==> src/rtl/data_mem_controller.sv <==
`default_nettype none
// ============================================================================
//  Module   : data_mem_controller
//  Purpose  : Responder side of the MEM-stage memory handshake. Accepts
//             load/store requests, stalls the pipeline through busy_wait,
//             runs one word-wide access against the backing data memory and
//             returns aligned, sign/zero-extended load data. Flags misaligned
//             requests and memory timeouts.
//  Ports    : clk, reset (async, active-low)
//             read_write[3:0], address[31:0], write_data[31:0]  - request
//             busy_wait, read_data[31:0], misaligned, mem_error - to pipeline
//             mem_read, mem_write, mem_address[29:0], mem_byteen[3:0],
//             mem_writedata[31:0], mem_readdata[31:0], mem_busywait - memory
//  Revision : 1.0 - initial release
// ============================================================================
module data_mem_controller #(
  parameter int MEM_TIMEOUT = 255
) (
  input  logic        clk,
  input  logic        reset,
  input  logic [3:0]  read_write,
  input  logic [31:0] address,
  input  logic [31:0] write_data,
  output logic        busy_wait,
  output logic [31:0] read_data,
  output logic        misaligned,
  output logic        mem_error,
  output logic        mem_read,
  output logic        mem_write,
  output logic [29:0] mem_address,
  output logic [3:0]  mem_byteen,
  output logic [31:0] mem_writedata,
  input  logic [31:0] mem_readdata,
  input  logic        mem_busywait
);

  localparam int               CNT_W       = $clog2(MEM_TIMEOUT + 1);
  localparam logic [CNT_W-1:0] TIMEOUT_VAL = CNT_W'(MEM_TIMEOUT);

  localparam logic [3:0] RW_LB  = 4'b1000;
  localparam logic [3:0] RW_LH  = 4'b1001;
  localparam logic [3:0] RW_LW  = 4'b1010;
  localparam logic [3:0] RW_LBU = 4'b1100;
  localparam logic [3:0] RW_LHU = 4'b1101;
  localparam logic [3:0] RW_SB  = 4'b0100;
  localparam logic [3:0] RW_SH  = 4'b0101;
  localparam logic [3:0] RW_SW  = 4'b0110;

  localparam logic [1:0] SZ_BYTE = 2'd0;
  localparam logic [1:0] SZ_HALF = 2'd1;
  localparam logic [1:0] SZ_WORD = 2'd2;

  typedef enum logic [1:0] {
    IDLE   = 2'd0,
    ACCESS = 2'd1,
    DONE   = 2'd2
  } state_t;

  state_t state, state_next;

  logic             req_load, req_store, req_valid, req_misaligned;
  logic [1:0]       req_size;
  logic [3:0]       st_byteen;
  logic [31:0]      st_data;
  logic [3:0]       code_q;
  logic [1:0]       lane_q;
  logic [CNT_W-1:0] count, count_next;
  logic [7:0]       rd_byte;
  logic [15:0]      rd_half;
  logic [31:0]      load_ext;
  logic             start, complete, abort;

  // --------------------------------------------------------------------------
  // Request decode and store lane placement
  // --------------------------------------------------------------------------
  always_comb begin
    req_load  = 1'b0;
    req_store = 1'b0;
    req_size  = SZ_WORD;
    case (read_write)
      RW_LB, RW_LBU: begin req_load  = 1'b1; req_size = SZ_BYTE; end
      RW_LH, RW_LHU: begin req_load  = 1'b1; req_size = SZ_HALF; end
      RW_LW:         begin req_load  = 1'b1; req_size = SZ_WORD; end
      RW_SB:         begin req_store = 1'b1; req_size = SZ_BYTE; end
      RW_SH:         begin req_store = 1'b1; req_size = SZ_HALF; end
      RW_SW:         begin req_store = 1'b1; req_size = SZ_WORD; end
      default:       ;
    endcase

    req_valid      = req_load | req_store;
    req_misaligned = req_valid &&
                     (((req_size == SZ_HALF) && address[0]) ||
                      ((req_size == SZ_WORD) && (address[1:0] != 2'b00)));

    // Store data is replicated across lanes; the byte enables pick the lane.
    st_byteen = 4'b1111;
    st_data   = write_data;
    case (req_size)
      SZ_BYTE: begin
        st_byteen = 4'b0001 << address[1:0];
        st_data   = {4{write_data[7:0]}};
      end
      SZ_HALF: begin
        st_byteen = address[1] ? 4'b1100 : 4'b0011;
        st_data   = {2{write_data[15:0]}};
      end
      default: ;
    endcase
  end

  // --------------------------------------------------------------------------
  // Load lane selection and extension, from the latched request
  // --------------------------------------------------------------------------
  always_comb begin
    rd_byte = mem_readdata[7:0];
    case (lane_q)
      2'd1:    rd_byte = mem_readdata[15:8];
      2'd2:    rd_byte = mem_readdata[23:16];
      2'd3:    rd_byte = mem_readdata[31:24];
      default: ;
    endcase
    rd_half = lane_q[1] ? mem_readdata[31:16] : mem_readdata[15:0];

    // Store codes fall to the default, so store completion yields zero.
    load_ext = 32'h0;
    case (code_q)
      RW_LB:   load_ext = {{24{rd_byte[7]}}, rd_byte};
      RW_LBU:  load_ext = {24'h0, rd_byte};
      RW_LH:   load_ext = {{16{rd_half[15]}}, rd_half};
      RW_LHU:  load_ext = {16'h0, rd_half};
      RW_LW:   load_ext = mem_readdata;
      default: ;
    endcase
  end

  assign count_next = count + CNT_W'(1);

  // --------------------------------------------------------------------------
  // FSM: state register
  // --------------------------------------------------------------------------
  always_ff @(posedge clk or negedge reset) begin
    if (!reset) state <= IDLE;
    else        state <= state_next;
  end

  // --------------------------------------------------------------------------
  // FSM: next state and combinational outputs
  // --------------------------------------------------------------------------
  always_comb begin
    state_next = state;
    busy_wait  = 1'b0;
    misaligned = 1'b0;
    start      = 1'b0;
    complete   = 1'b0;
    abort      = 1'b0;
    case (state)
      IDLE: begin
        // Gated by reset so that a request held during reset stays silent.
        if (reset && req_valid) begin
          if (req_misaligned) begin
            misaligned = 1'b1;
          end else begin
            busy_wait  = 1'b1;
            start      = 1'b1;
            state_next = ACCESS;
          end
        end
      end
      ACCESS: begin
        busy_wait = 1'b1;
        // Completion wins over a timeout landing on the same edge.
        if (!mem_busywait) begin
          complete   = 1'b1;
          state_next = DONE;
        end else if (count_next == TIMEOUT_VAL) begin
          abort      = 1'b1;
          state_next = DONE;
        end
      end
      DONE:    state_next = IDLE;
      default: state_next = IDLE;
    endcase
  end

  // --------------------------------------------------------------------------
  // Registered datapath and memory-side strobes
  // --------------------------------------------------------------------------
  always_ff @(posedge clk or negedge reset) begin
    if (!reset) begin
      code_q        <= 4'h0;
      lane_q        <= 2'd0;
      count         <= '0;
      read_data     <= 32'h0;
      mem_error     <= 1'b0;
      mem_read      <= 1'b0;
      mem_write     <= 1'b0;
      mem_address   <= 30'h0;
      mem_byteen    <= 4'h0;
      mem_writedata <= 32'h0;
    end else begin
      mem_error <= 1'b0;

      if (start) begin
        code_q        <= read_write;
        lane_q        <= address[1:0];
        count         <= '0;
        mem_address   <= address[31:2];
        mem_byteen    <= req_store ? st_byteen : 4'h0;
        mem_writedata <= req_store ? st_data : 32'h0;
        mem_read      <= req_load;
        mem_write     <= req_store;
      end

      if (state == ACCESS) count <= count_next;

      if (complete) begin
        mem_read  <= 1'b0;
        mem_write <= 1'b0;
        read_data <= load_ext;
      end

      if (abort) begin
        mem_read  <= 1'b0;
        mem_write <= 1'b0;
        read_data <= 32'h0;
        mem_error <= 1'b1;
      end

      // Result is only presented for the single DONE cycle.
      if (state == DONE) read_data <= 32'h0;
    end
  end

endmodule
`default_nettype wire

==> config.mk <==
export PLATFORM = sky130hd
export DESIGN_NAME = data_mem_controller
export DESIGN_NICKNAME = d
export VERILOG_FILES = /design/src/rtl/data_mem_controller.sv
export SDC_FILE = /design/constraint.sdc
export NUM_CORES = 1
export LEC_CHECK = 0
export BUFFER_PORTS_ARGS = -buffer_cell sky130_fd_sc_hd__buf_2
export CAP_MARGIN = 20
export CORE_UTILIZATION = 28
export CTS_CLUSTER_DIAMETER = 40
export DETAILED_ROUTE_END_ITERATION = 8
export PLACE_DENSITY = 0.54
export SYNTH_ARGS = -nofsm -noshare
export SYNTH_HDL_FRONTEND = slang
export SYNTH_SLANG_ARGS = --single-unit
export TNS_END_PERCENT = 1
==> constraint.sdc <==
create_clock -name clk -period 2.4 [get_ports clk]
set_input_delay 0.48 -clock clk [delete_from_list [all_inputs] [get_ports clk]]
set_output_delay 0.48 -clock clk [all_outputs]
set_load 0.05 [all_outputs]
# After elaboration in Yosys (flattened, before gate mapping)
# Cells that the tools add are included.
[classes]
n_addsub = 1
multipliers = 0
div = 0
order_cmp = 0
n_eq_ne = 24
shifts = 1
muxes = 40
bitwise_logic = 1
reduce_logical = 16
[ops]
columns = ["op", "count"]
rows = [
  ["32-bit one-hot mux with 5 select lines", 1],
  ["32-bit 2-to-1 mux", 4],
  ["32-bit one-hot mux with 2 select lines", 1],
  ["4-bit == test, second input constant", 10],
  ["8-bit one-hot mux with 3 select lines", 1],
  ["1-bit 2-to-1 mux", 20],
  ["16-bit 2-to-1 mux", 1],
  ["8-bit 2-to-1 mux", 2],
  ["4-bit by 3-bit == test with 1-bit output, second input constant", 3],
  ["3-bit OR reduction", 3],
  ["8-bit by 1-bit adder with 8-bit output, second input constant", 1],
  ["2-bit == test, second input constant", 4],
  ["8-bit == test, second input constant", 1],
  ["2-bit 2-to-1 mux", 4],
  ["4-bit 2-to-1 mux", 2],
  ["2-bit one-hot mux with 2 select lines", 2],
  ["4-bit one-hot mux with 2 select lines", 1],
  ["2-bit by 1-bit == test with 1-bit output, second input constant", 3],
  ["3-bit nonzero test", 2],
  ["5-bit OR reduction", 1],
  ["1-bit logical AND", 4],
  ["2-bit logical NOT", 2],
  ["2-bit != test, second input constant", 2],
  ["2-bit nonzero test", 2],
  ["6 further kinds", 6],
]
[totals]
ff_bits = 117
latchBits = 0
ramBits = 0
rom_bits = 0
input_bits = 103
output_inout_bits = 103
elab_cells = 94
n_memories = 0

# Longest topological paths before layout
[logic_depth]
word_depth = 13
mapped_depth = 8
depth_no_buf = 6

# Worst setup path after synthesis
# OpenSTA, ideal clock, no wires.
[synth_path]
path_type = "input-to-reg"
startpoint = "input port read_write[1]"
endpoint = "register count[2]"
setup_time_ps = 121
t_arrival_ps = 2306
required_ps = 2279
slack_ps = -27
cell_stages = 6
n_path_buf = 1
path_cell_list = "o21ba_2 > buf_2 > o21ai_1 > o21ai_1 > o21ai_0 > a22o_1"
[synth_via]
elab_chain_cells = 11
word_cells_on_any_way = 27
cone_classes = "eq/ne: 10; mux: 6; bitwise: 1; reduce/logical: 10"
[synth_rtl]
columns = ["element", "line_no", "source"]
rows = [
  ["start, declared", "21", "input logic [3:0] read_write,"],
  ["4-bit by 3-bit == test with 1-bit output / 4-bit == test (equally long branches)", "80", "case (read_write)"],
  ["3-bit OR reduction (no line)", "-", ""],
  ["2-bit one-hot mux with 2 select lines", "80", ""],
  ["2-bit by 1-bit == test with 1-bit output / 2-bit == test (equally long branches)", "92, 93", ""],
  ["1-bit logical AND, on equally long branches", "92, 93", ""],
  ["1-bit logical OR", "92", "(((req_size == SZ_HALF) && address[0]) ||"],
  ["1-bit logical AND", "91", "req_misaligned = req_valid &&"],
  ["1-bit 2-to-1 mux", "160", "if (req_misaligned) begin"],
  ["1-bit 2-to-1 mux (*)", "159", "if (reset && req_valid) begin"],
  ["1-bit 2-to-1 mux (*)", "156", "case (state)"],
  ["2-bit nonzero test (no line) (*)", "-", ""],
  ["end signal, assigned", "214", "if (state == ACCESS) count <= count_next;"],
  ["end, declared", "67", "logic [CNT_W-1:0] count, count_next;"],
]
# Mark *: on every way between the ends. The rest lies on a longest branch, timed or not.
# A chain may end at the register's enable or synchronous reset.

# Worst setup path after layout
[layout_path]
startpoint = "register count[1]"
endpoint = "register read_data[7]"
[layout_via]
elab_chain_cells = 7
word_cells_on_any_way = 8
cone_classes = "add/sub: 1; eq/ne: 1; mux: 5; reduce/logical: 1"
[layout_rtl]
columns = ["element", "line_no", "source"]
rows = [
  ["8-bit by 1-bit adder with 8-bit output (*)", "136", "assign count_next = count + CNT_W'(1);"],
  ["8-bit == test (*)", "175", "end else if (count_next == TIMEOUT_VAL) begin"],
  ["1-bit 2-to-1 mux (*)", "175", ""],
  ["1-bit 2-to-1 mux (*)", "172", "if (!mem_busywait) begin"],
  ["1-bit 2-to-1 mux (*)", "156", ""],
  ["32-bit 2-to-1 mux", "222", "if (abort) begin"],
  ["32-bit 2-to-1 mux", "230", "if (state == DONE) read_data <= 32'h0;"],
  ["end signal, assigned", "219", "read_data <= load_ext;"],
  ["end, declared", "25", "output logic [31:0] read_data,"],
]
# Marks and branches as above.

==> results by group <==
Outcome
  – Status: finished clean

STA
  – Final hold vios: 0
  – Slew @ Worst Pin: 0.950 ns
  – Setup TNS: 0 ns
  – Relative slew slack: 36.7%
  – Final setup violation count: 0
  – Minimum clock period: 2.22 ns
  – RSZ-0062 raised after global routing: false
  – Final Skew: 0.0107 ns
  – Max-slew violations: 0
  – F_max: 450 MHz
  – Crit share post-route: 92.5%

Pwr
  – Maximum VDD drop: 0.598 mV
  – P_leak: 4.06 nW
  – Clock power frac: 34.1%
  – Seq pwr share: 33.4%
  – Sw Pwr: 0.00303 W
  – Sw Ratio: 39.9%
  – Int Power: 0.00456 W
  – Pwr/cell area: 979 nW/um2
  – Comb pwr share: 32.5%

Cells and area
  – FILL cells: 2030
  – Design area: 7760 um2
  – Final nets: 928
  – Area grow syn2layout: 35.6%
  – Fraction of layout cells with a size suffix above 1: 34.3%

Clocking
  – CTS tree: done
  – CTS clock-pin slew for the worst setup and hold paths: 0.06 ns
  – Hold_buf cts: 0
  – Clk buf depth: 2
  – # resized after CTS: 0
  – Setup bufs post-CTS: 0
  – Skew-Pair Late Insertion Delay: 0.42 ns
  – Clk sinks: 117
  – CTS H-Tree Depth: 4
  – Clock root buffer: clkbuf_16
  – CTS buffer count: 17

Detailed routing
  – Final ANT Viol Nets: 0
  – DRT Pass-1 Iters: 4
  – Via count: 5279
  – Vias per cell: 4.79
  – WL/cell: 16.2 um
  – Final WL: 17.9 mm
  – Starting DRC count in detailed routing: 298
  – Residual DRC: 0

GRT
  – Global-route wire length before repair: 28.8 mm
  – GR Layer Usage met3: 5.53%
  – GRT Util Overall: 17.4%
  – Vias in the first global route: 5347
  – Gr busiest metal: met2
  – Initial antenna violation count: 1
  – Largest net degree at the start of global routing: 75
  – Global routing met2 resource utilization: 26.6%
  – Gr ovfl total: 0
  – Met1 GRT Util: 23.0%

Yosys
  – Post-synth top area share: 51.2%
  – Syn Inst Count: 615
  – Synth cell types: 51
  – Largest cells by area after synthesis: dfrtp_1 (51%), nand2_1 (15%), mux2i_1 (4.5%)
  – Synthesized Nets: 720
  – Synth top cells by count: nand2_1 (229), dfrtp_1 (117), o21ai_0 (45), clkbuf_1 (37), mux2i_1 (26)
  – Synth Flop Type: dfrtp_1
  – Yosys top cell by area: dfrtp_1
  – Most frequent cell after synthesis: nand2_1
  – Seq cells post-synth: 117
  – Syn avg cell area: 9.30 um2
  – Ys async rst share: 100%
  – Sequential area share after synthesis: 51.2%
  – Post-synthesis cell area: 5720 um2
  – Count of warnings emitted by yosys: 0
  – EDFF count, synth: 0

Setup path
  – Delay-heaviest family, CP: compound AO/OA/AOI/OAI gates
  – Setup crit end kind: flop
  – Max incr delay on CP: 0.48 ns
  – Crit path cell chain: ha_1, nand2_1, o31ai_1, a21oi_1, o32ai_4, buf_12, o32ai_1
  – CP Launch Type: flop
  – Buf+Inv Stages, Crit Path: 1
  – Slowest cell on the critical path: dfrtp_1
  – Worst Path Arrival: 2.51 ns
  – Worst Path Required: 2.69 ns
  – Critical path class: flop to flop
  – Critical Path Fanout Max: 32

Floorplanning
  – Core area: 19700 um2
  – DIE HEIGHT: 145 um
  – Row cnt: 51
  – Die area: 21000 um2
  – # IOs: 206
  – Initial Utilization: 29.0%
  – DIE WIDTH: 145 um

Place
  – Gpl congestion: 0.818
  – Post-detail-place hpwl: 13.0 mm
  – Dpl cell area: 7160 um2
  – Port Buffer Count: 205

Min path
  – Classification of the worst-slack hold path: primary input to asynchronous set/reset pin

Run
  – Max_cap viols: 0
-- metal layers --
layer	part of all wire, %	vias up
met2	45	213
met1	45	2476
met3	8.4	21
met4	1.5	2
li1	-	2567
met5	0.073	-
-- metrics by stage --
step                      power [W]  worst slack, ns  cells  utilization, %  hold WS (ns)
final                       0.00759            0.180   1102            39.3         0.194
after global routing        0.00796          0.00103   1101            39.3         0.239
after CTS                   0.00769            0.138   1101            39.3         0.223
after detailed placement    0.00505            0.209   1069            36.3         0.457
after global placement      0.00504            0.269   1069            36.3         0.453
after floorplan             0.00428            0.222    615               -         0.184
-- kinds of logic (layout without fill, tap and decap cells) --
kind of cell,Yosys count,count (layout),share of synthesized area [%]
other,0,1,0
adders and majority gates,2,2,0.437
AOI/OAI and AO/OA,136,136,17.2
buffers and inverters,50,271,3.74
and+or+nand+nor,276,276,19.9
xor gates and xnor gates,1,1,0.153
DFF,117,117,51.2
muxes,33,33,7.31
-- final timing paths --
path	startpoint	end	slack, ns	cells after the start
setup / recovery	count[1]	read_data[7]	0.18	7
hold / removal	reset	read_data[26]	0.19	2
setup reg to reg	count[1]	read_data[7]	0.18	7
hold reg to reg	mem_address[1]	mem_address[1]	0.47	2
max in group asynchronous	reset	mem_address[22]	1.43	2
min in group clk	address[3]	mem_address[1]	0.24	3
-- power by group through the flow --
stage                     Sequential (W)  Combinational (W)  Clock [W]
after floorplan                  0.00347           0.000802          0
after global placement           0.00256            0.00248          0
after detailed placement         0.00256            0.00249          0
after CTS                        0.00254            0.00249    0.00265
after global routing             0.00259            0.00264    0.00273
final                            0.00253            0.00247    0.00259
-- area by class of cell --
cell class | instances | area (um2) | share of cell area, %
multi-input cells | 448 | 2600 | 33.5
clock buffers | 18 | 429 | 5.53
repair buffers | 233 | 1280 | 16.5
inverters | 6 | 22.5 | 0.290
clock inverters | 14 | 168 | 2.16
well taps | 265 | 332 | 4.27
flip-flops and latches | 117 | 2930 | 37.7
diodes | 1 | 2.50 | 0.0323
-- state kept, by name, summed over array words and instances (netlist names) --
signal         flops
code_q             4
mem_error          1
lane_q             2
mem_write          1
mem_read           1
mem_address       30
count              8
read_data         32
mem_byteen         4
state              2
mem_writedata     32
-- cell usage in the layout, fill, tap and decap left out, types with 4 or more instances in the layout --
cell type | netlist | routed
and3_1 | 8 | 8
inv_6 | 0 | 5
a221o_1 | 8 | 8
mux4_2 | 7 | 7
nand2_1 | 229 | 229
o32ai_1 | 11 | 11
inv_1 | 4 | 4
a22o_1 | 12 | 12
buf_2 | 3 | 204
mux2i_1 | 26 | 26
o21ai_0 | 45 | 45
dfrtp_1 | 117 | 117
clkbuf_16 | 0 | 17
a21oi_1 | 14 | 14
nor2_1 | 12 | 11
nand3_1 | 4 | 4
o2bb2ai_1 | 15 | 15
buf_4 | 0 | 26
o22ai_1 | 8 | 8
No activity file was read; power rests on OpenSTA's default activity.
